File: src/rtl/fsm_steer_driver.sv
// fsm_steer_driver: initiator-side driver for the 4-state i/j -> x/y Moore FSM
// (states A,B,C,D; outputs A=11, B=01, C=10, D=10).
//
// It accepts a target-state request. It then drives i,j to walk the FSM to that
// state along the shortest path (at most 2 hops). It keeps a shadow copy of the
// FSM state and pulses done on arrival.
//
// Optional feature: define FSM_STEER_CHECK_EN to compare the observed x,y
// against the output the shadow state should produce. A mismatch sets a
// sticky err flag. When the macro is undefined, err is tied low and x,y are
// unused.
//
// Parameters:
//   HOP_LIMIT    - drive cycles allowed in STEER before timeout (2..15)
// Ports:
//   clk          - clock, posedge active
//   rst          - synchronous active-high reset
//   req_valid    - target request valid
//   req_target   - requested state (0=A, 1=B, 2=C, 3=D)
//   req_ready    - driver idle, request accepted when req_valid is high
//   i, j         - FSM inputs; decoded from registered state only
//   x, y         - observed FSM outputs (checked only with FSM_STEER_CHECK_EN)
//   done         - one-cycle pulse, shadow state reached the latched target
//   timeout      - one-cycle pulse, HOP_LIMIT drive cycles used without arrival
//   err          - sticky shadow/FSM output mismatch flag
//   shadow_state - current shadow state, same encoding as req_target
module fsm_steer_driver #(
  parameter int unsigned HOP_LIMIT = 3
) (
  input  logic       clk,
  input  logic       rst,
  input  logic       req_valid,
  input  logic [1:0] req_target,
  output logic       req_ready,
  output logic       i,
  output logic       j,
  input  logic       x,
  input  logic       y,
  output logic       done,
  output logic       timeout,
  output logic       err,
  output logic [1:0] shadow_state
);

  typedef enum logic [0:0] {StIdle, StSteer} mode_e;
  typedef enum logic [1:0] {StA = 2'd0, StB = 2'd1, StC = 2'd2, StD = 2'd3} fsm_state_e;

  localparam logic [3:0] HopLimit = 4'(HOP_LIMIT);

  // Next state of the driven FSM for a given {i,j}.
  function automatic fsm_state_e fsm_next(input fsm_state_e s, input logic [1:0] ij);
    fsm_state_e n;
    unique case (s)
      StA: n = ij[1] ? StB : StA;
      StB: n = ij[1] ? StC : StD;
      StC: n = ij[1] ? StB : (ij[0] ? StC : StD);
      StD: n = ij[1] ? StD : (ij[0] ? StC : StA);
      default: n = StA;
    endcase
    return n;
  endfunction

  // Drive that holds the FSM where it is. B has no self-loop and drifts to D.
  function automatic logic [1:0] park_drive(input fsm_state_e s);
    logic [1:0] d;
    unique case (s)
      StA: d = 2'b00;
      StB: d = 2'b00;
      StC: d = 2'b01;
      StD: d = 2'b10;
      default: d = 2'b00;
    endcase
    return d;
  endfunction

  // First hop of the shortest path from s toward t.
  function automatic logic [1:0] steer_drive(input fsm_state_e s, input fsm_state_e t);
    logic [1:0] d;
    d = 2'b00;
    unique case (s)
      StA: d = (t == StA) ? 2'b00 : 2'b10;
      StB: d = (t == StC) ? 2'b10 : 2'b00;
      StC: d = (t == StB) ? 2'b10 : 2'b00;
      StD: d = (t == StA) ? 2'b00 : 2'b01;
      default: d = 2'b00;
    endcase
    return d;
  endfunction

  mode_e      mode_q;
  fsm_state_e shadow_q;
  fsm_state_e target_q;
  logic [3:0] hop_cnt_q;

  logic       arrived;
  logic       hops_exhausted;
  logic       steering;
  logic [1:0] drive;

  // Everything below decodes registered state only, so i,j carry no input path.
  always_comb begin
    arrived        = (mode_q == StSteer) && (shadow_q == target_q);
    hops_exhausted = (mode_q == StSteer) && !arrived && (hop_cnt_q == HopLimit);
    steering       = (mode_q == StSteer) && !arrived && !hops_exhausted;
    drive          = steering ? steer_drive(shadow_q, target_q) : park_drive(shadow_q);
  end

  assign i            = drive[1];
  assign j            = drive[0];
  assign req_ready    = (mode_q == StIdle);
  assign shadow_state = shadow_q;
  // A reset in the arrival cycle aborts the request, so the pulse is suppressed.
  assign done         = arrived & ~rst;
  assign timeout      = hops_exhausted & ~rst;

  always_ff @(posedge clk) begin
    if (rst) begin
      mode_q    <= StIdle;
      shadow_q  <= StA;
      target_q  <= StA;
      hop_cnt_q <= '0;
    end else begin
      // The shadow tracks the FSM using the same i,j that the FSM samples on this edge.
      shadow_q <= fsm_next(shadow_q, drive);
      case (mode_q)
        StIdle: begin
          if (req_valid) begin
            target_q  <= fsm_state_e'(req_target);
            hop_cnt_q <= '0;
            mode_q    <= StSteer;
          end
        end
        StSteer: begin
          if (arrived || hops_exhausted) begin
            mode_q <= StIdle;
          end else begin
            hop_cnt_q <= hop_cnt_q + 4'd1;
          end
        end
      endcase
    end
  end

`ifdef FSM_STEER_CHECK_EN
  logic [1:0] exp_xy;
  logic       err_q;

  always_comb begin
    unique case (shadow_q)
      StA: exp_xy = 2'b11;
      StB: exp_xy = 2'b01;
      StC: exp_xy = 2'b10;
      StD: exp_xy = 2'b10;
      default: exp_xy = 2'b11;
    endcase
  end

  always_ff @(posedge clk) begin
    if (rst) begin
      err_q <= 1'b0;
    end else if ({x, y} != exp_xy) begin
      err_q <= 1'b1;
    end
  end

  assign err = err_q;
`else
  logic unused_xy;
  assign unused_xy = x ^ y;
  assign err       = 1'b0;
`endif

endmodule

File: config.mk
export PLATFORM = sky130hd
export DESIGN_NAME = fsm_steer_driver
export DESIGN_NICKNAME = d
export VERILOG_FILES = /design/src/rtl/fsm_steer_driver.sv
export SDC_FILE = /design/constraint.sdc
export NUM_CORES = 1
export LEC_CHECK = 0
export ABC_AREA = 1
export CAP_MARGIN = 20
export CORE_UTILIZATION = 46
export DETAILED_ROUTE_END_ITERATION = 10
export GPL_TIMING_DRIVEN = 1
export PLACE_DENSITY = 0.75
export SYNTH_ARGS = -nofsm -noshare
export SYNTH_HDL_FRONTEND = slang
export SYNTH_SLANG_ARGS = --single-unit
File: constraint.sdc
create_clock -name clk -period 1.77 [get_ports clk]
set_clock_uncertainty 0.05 [all_clocks]
set_input_delay 0.4425 -clock clk [delete_from_list [all_inputs] [get_ports clk]]
set_output_delay 0.4425 -clock clk [all_outputs]
set_load 0.02 [all_outputs]
* After elaboration in Yosys (flattened, before gate mapping)
Cells that the tools add are included.
** Word-level totals
- Register bits after elaboration :: 9
- Input bits :: 7
- Output and inout bits :: 8
- Word-level logic and storage cells :: 50
** Operators by class
- Add/sub/neg operators :: 1
- Eq/ne operators :: 9
- Mux-type cells :: 20
- Bitwise logic cells :: 4
- Reductions and logical operators :: 12
** Operators by type and width (count)
- 2-bit one-hot mux with 4 select lines :: 2
- 2-bit two-way mux :: 7
- 4-bit two-way mux :: 2
- 4-bit one-hot mux with 2 select lines :: 1
- 2-bit equality test (second input constant) :: 3
- 1-bit two-way mux :: 6
- 2-bit one-hot mux with 3 select lines :: 1
- 4-bit by 1-bit adder with 4-bit output (second input constant) :: 1
- 2-bit by 1-bit equality test with 1-bit output (second input constant) :: 2
- 4-bit by 2-bit equality test with 1-bit output (second input constant) :: 1
- 1-bit logical AND :: 4
- 2-bit zero test :: 2
- 2-bit inequality test (second input constant) :: 2
- 2-bit AND reduction :: 2
- 1-bit bitwise AND :: 2
- 2-bit equality test :: 1
- 1-bit zero test :: 2
- 1-bit inverter :: 2
- 1-bit one-hot mux with 2 select lines :: 1
- 2-bit OR reduction :: 1
- 1-bit logical OR :: 1

* Longest topological paths before layout
- Word-level depth :: 11
- Mapped depth :: 11
- Mapped depth without buffers :: 11

* Worst setup path before layout
Ideal clock, no wire load.
- Path kind :: register to output
- From :: register shadow_q[0] (netlist: shadow_state[0])
- To :: output port i
- Arrival time :: 1.356 ns
- Data required time :: 1.277 ns
- Setup slack :: -0.079 ns
- Stages on the path, launching flop included :: 8
- Path buffers :: 0
- Cell sequence :: dfxtp_1 inv_1 ha_1 nand2_1 nand3_1 a21oi_1 nand2_2 nand2_2
** Between the ends
- Longest elaborated chain between the ends :: 8
- Elaborated cells on any way between the ends :: 15
- Classes of those cells :: 4 x eq/ne; 3 x mux; 8 x reduce/logical
** Ends and longest elaborated chain
- from (decl) :: line 91 : fsm_state_e shadow_q;
- from (signal assigned) :: line 119 : shadow_q <= StA;
- from (signal assigned) :: line 124 : shadow_q <= fsm_next(shadow_q, drive);
- 2-bit equality test :: line 102 : arrived = (mode_q == StSteer) && (shadow_q == target_q);
- 1-bit logical AND :: line 102
- 1-bit zero test :: line 103, 104
- 1-bit logical AND :: line 103, 104
- 1-bit logical AND :: line 103 : hops_exhausted = (mode_q == StSteer) && !arrived && (hop_cnt_q == HopLimit);
- 1-bit zero test :: line 104 : steering = (mode_q == StSteer) && !arrived && !hops_exhausted;
- 1-bit logical AND :: line 104
- 2-bit two-way mux (*) :: line 105 : drive = steering ? steer_drive(shadow_q, target_q) : park_drive(shadow_q);
- to (decl) :: line 35 : output logic i,
Every way passes the cells marked *; elsewhere a longest branch is shown, timed or not.

* Final worst setup path
Same ends and word-level chain as after synthesis.

==> impl_metrics.py <==
metrics = {
    "clocking": {
        "clk_pin_slew_ns": 0.07,
        "clk_latency_ns": 0.28,
        "cts.path.max_buffers": 2,
        "holdBufCountCts": 0,
        "cts_tree": "done",
        "numCtsBuffers": 3,
        "htreeDepth": 1,
        "cts_root_buffer": "clkbuf_4",
        "clock_sink_count": 9,
    },
    "worst_hold_path": {
        "worstHoldStart": "hop_cnt_q[0]",
        "hold_path_depth": 2,
        "hp-class": "reg -> reg",
        "holdPathEnd": "hop_cnt_q[0]",
    },
    "status": {
        "violations": "negative setup slack",
        "status": "finished, violations left",
    },
    "sta": {
        "period_needed_ns": 2.07,
        "setup_slack_ns": -0.298,
        "hold_viol": 0,
        "finalCritPeriodShare": 1.17,
        "max_freq_mhz": 484,
        "rsz0062_at_grt": "true",
        "slew_violations": 0,
        "setup_viol": 4,
        "finalSetupTns_ns": -0.845,
    },
    "synth": {
        "synthDistinctLibCells": 19,
        "yosysTopAreaCellShare": 0.297,
        "avgSynthCellArea_um2": 7.14,
        "synthAdderAreaFrac": 0.103,
        "synth_xor_area_frac": 0,
        "synth_compound_area_frac": 0.173,
        "synth_area_um2": 607,
        "syn_inst": 85,
        "synthMuxAreaShare": 0,
        "yosys.area_share.simple": 0.334,
        "synth_top_family_by_area": "simple AND/OR/NAND/NOR gates",
        "yosysSeqAreaShare": 0.297,
        "synth_area_leaders": "dfxtp_1, ha_1, nand2_1",
        "ys_warn_count": 0,
        "ys_ff_latch": 9,
        "syn_nets": 97,
        "synth_largest_area_cell": "dfxtp_1",
    },
    "routing": {
        "drt-pass1-iter-count": 4,
        "vias": 856,
        "vias_per_cell": 6.07,
        "antenna_left": 0,
        "drc": 0,
        "drt_iter0_markers": 23,
        "wl_um": 2990,
        "routedWlPerCell_um": 21.2,
    },
    "setup_path": {
        "cp_max_fo": 3,
        "cp-start-kind": "flop",
        "r2r_start": "shadow_state[1]",
        "ff2ff_path_depth": 12,
        "regToRegSetupSlack_ns": 0.01,
        "crit_required_ns": 1.28,
        "crit_type": "reg -> out",
        "critical_path.endpoint_type": "output pin",
        "cp.arrival_ns": 1.58,
        "r2r_end": "hop_cnt_q[2]",
    },
    "placement": {
        "postPlaceCellArea_um2": 910,
        "dp_slack_ns": -0.489,
        "hpwl_um": 1320,
        "io_buffers": 11,
        "gp_congestion": 0.927,
        "dp.cells": 133,
    },
    "finish": {
        "area_growth_pct": 81.6,
        "finalNonFillerCells": 141,
        "final_common_cell": "buf_4",
        "fin_area_um2": 1100,
        "drive_gt1_frac": 0.567,
        "fillers": 34,
        "mostFrequentLayoutCells": "buf_4, nand2_1",
        "fin_util": 0.941,
        "final_nets": 140,
        "antennaDiodeCount": 0,
    },
    "pwr": {
        "seqPwrFrac": 0.363,
        "power_density_nw_per_um2": 553,
        "vdd_drop_max_uv": 652,
        "p_leak_nw": 0.501,
        "p_clk_frac": 0.292,
        "p_int_mw": 0.386,
        "pwr-share-comb": 0.345,
        "switching_power_mw": 0.223,
        "swShare": 0.366,
    },
    "global_routing": {
        "grt_max_degree": 7,
        "grt_pass1_wl_um": 3150,
        "grt_pass1_vias": 737,
        "grt_antenna_before_repair": 0,
        "grt_overflow_total": 0,
        "grt_util_all_layers": 0.329,
    },
    "flow_run": {
        "maxCapViolations": 0,
    },
    "die": {
        "io_pins": 15,
        "initial_core_util": 0.518,
        "num_rows": 12,
        "die_w_um": 38.3,
        "die_h_um": 38.3,
        "coreArea_um2": 1170,
        "die-area_um2": 1470,
    },
}
## critical path, stage by stage (launching register included)
cell	delay [ns]
dfxtp_4	0.36
inv_6	0.07
ha_4	0.14
inv_2	0.04
nand2_1	0.10
nand3_2	0.11
a21oi_2	0.16
nand2_2	0.10
nand2_2	0.11
buf_6	0.12
## metrics by stage
stage / total power, mW / hold slack, ns
2_1_floorplan: 0.303 / 0.398
3_3_place_gp: 0.367 / 0.476
3_5_place_dp: 0.373 / 0.486
4_1_cts: 0.550 / 0.496
5_1_grt: 0.623 / 0.516
6_report: 0.610 / 0.503
## how the worst max path moves through the flow
stage	from	endpoint	slack, ns	cells past startpoint
after floorplan	shadow_state[0]	i	0.05	7
after global placement	rst	timeout	-0.44	5
after detailed placement	rst	timeout	-0.49	5
after CTS	shadow_state[0]	i	-0.20	9
after global routing	shadow_state[0]	i	-0.34	9
final	shadow_state[0]	i	-0.30	9
## state kept, by name (all words and copies together), names as in the netlist
signal	count
shadow_state	2
mode_q	1
target_q	2
hop_cnt_q	4
## cells in the mapped netlist
master	n
nand2_1	15
dfxtp_1	9
inv_1	9
a21oi_1	8
nand2_2	8
nor2_1	6
ha_1	5
o21ai_0	5
nand3_1	4
a21oi_2	3
inv_2	3
nand2_4	2
nor3_2	2
a31oi_1	1
and3_1	1
buf_4	1
conb_1	1
nor3_1	1
o31ai_1	1
## logic make-up (layout without fill, tap and decap cells)
kind of cell / after synthesis / after routing
and+or+nand+nor: 39 / 39
AOI/OAI and AO/OA: 18 / 18
buffers and inverters: 13 / 55
DFF: 9 / 9
adders and majority gates: 5 / 5
other: 1 / 1
## layout make-up
class / count / area (um2) / share of cell area
Timing Repair Buffer: 39 / 328 / 0.297
Clock buffer: 4 / 26.3 / 0.0238
Inverter: 12 / 52.6 / 0.0477
Sequential cell: 9 / 188 / 0.170
Tap cell: 14 / 17.5 / 0.0159
Multi-Input combinational cell: 63 / 490 / 0.445
## layer usage
metal / global-route usage / up-vias / share of wire
li1: - / 360 / -
met1: 0.325 / 401 / 0.37
met2: 0.555 / 69 / 0.48
met3: 0.0872 / 26 / 0.098
met4: 0.295 / 0 / 0.051
met5: 0 / - / 0
## power by group through the flow
stage / clock [mW] / combinational [mW] / sequential [mW]
after floorplan: 0 / 0.0774 / 0.226
after global placement: 0 / 0.143 / 0.224
after detailed placement: 0 / 0.149 / 0.224
after CTS: 0.172 / 0.158 / 0.220
after global routing: 0.184 / 0.216 / 0.222
final: 0.178 / 0.210 / 0.221
## timing repair
| item | CTS | global route |
|---|---|---|
| gates resized for setup | 38 | 27 |
| buffers inserted | 0 | 4 |
| pin swaps | 1 | 9 |
| gates cloned | 0 | 0 |
| endpoints found under the setup margin | 7 | 5 |
No activity file was read; power rests on OpenSTA's default activity.
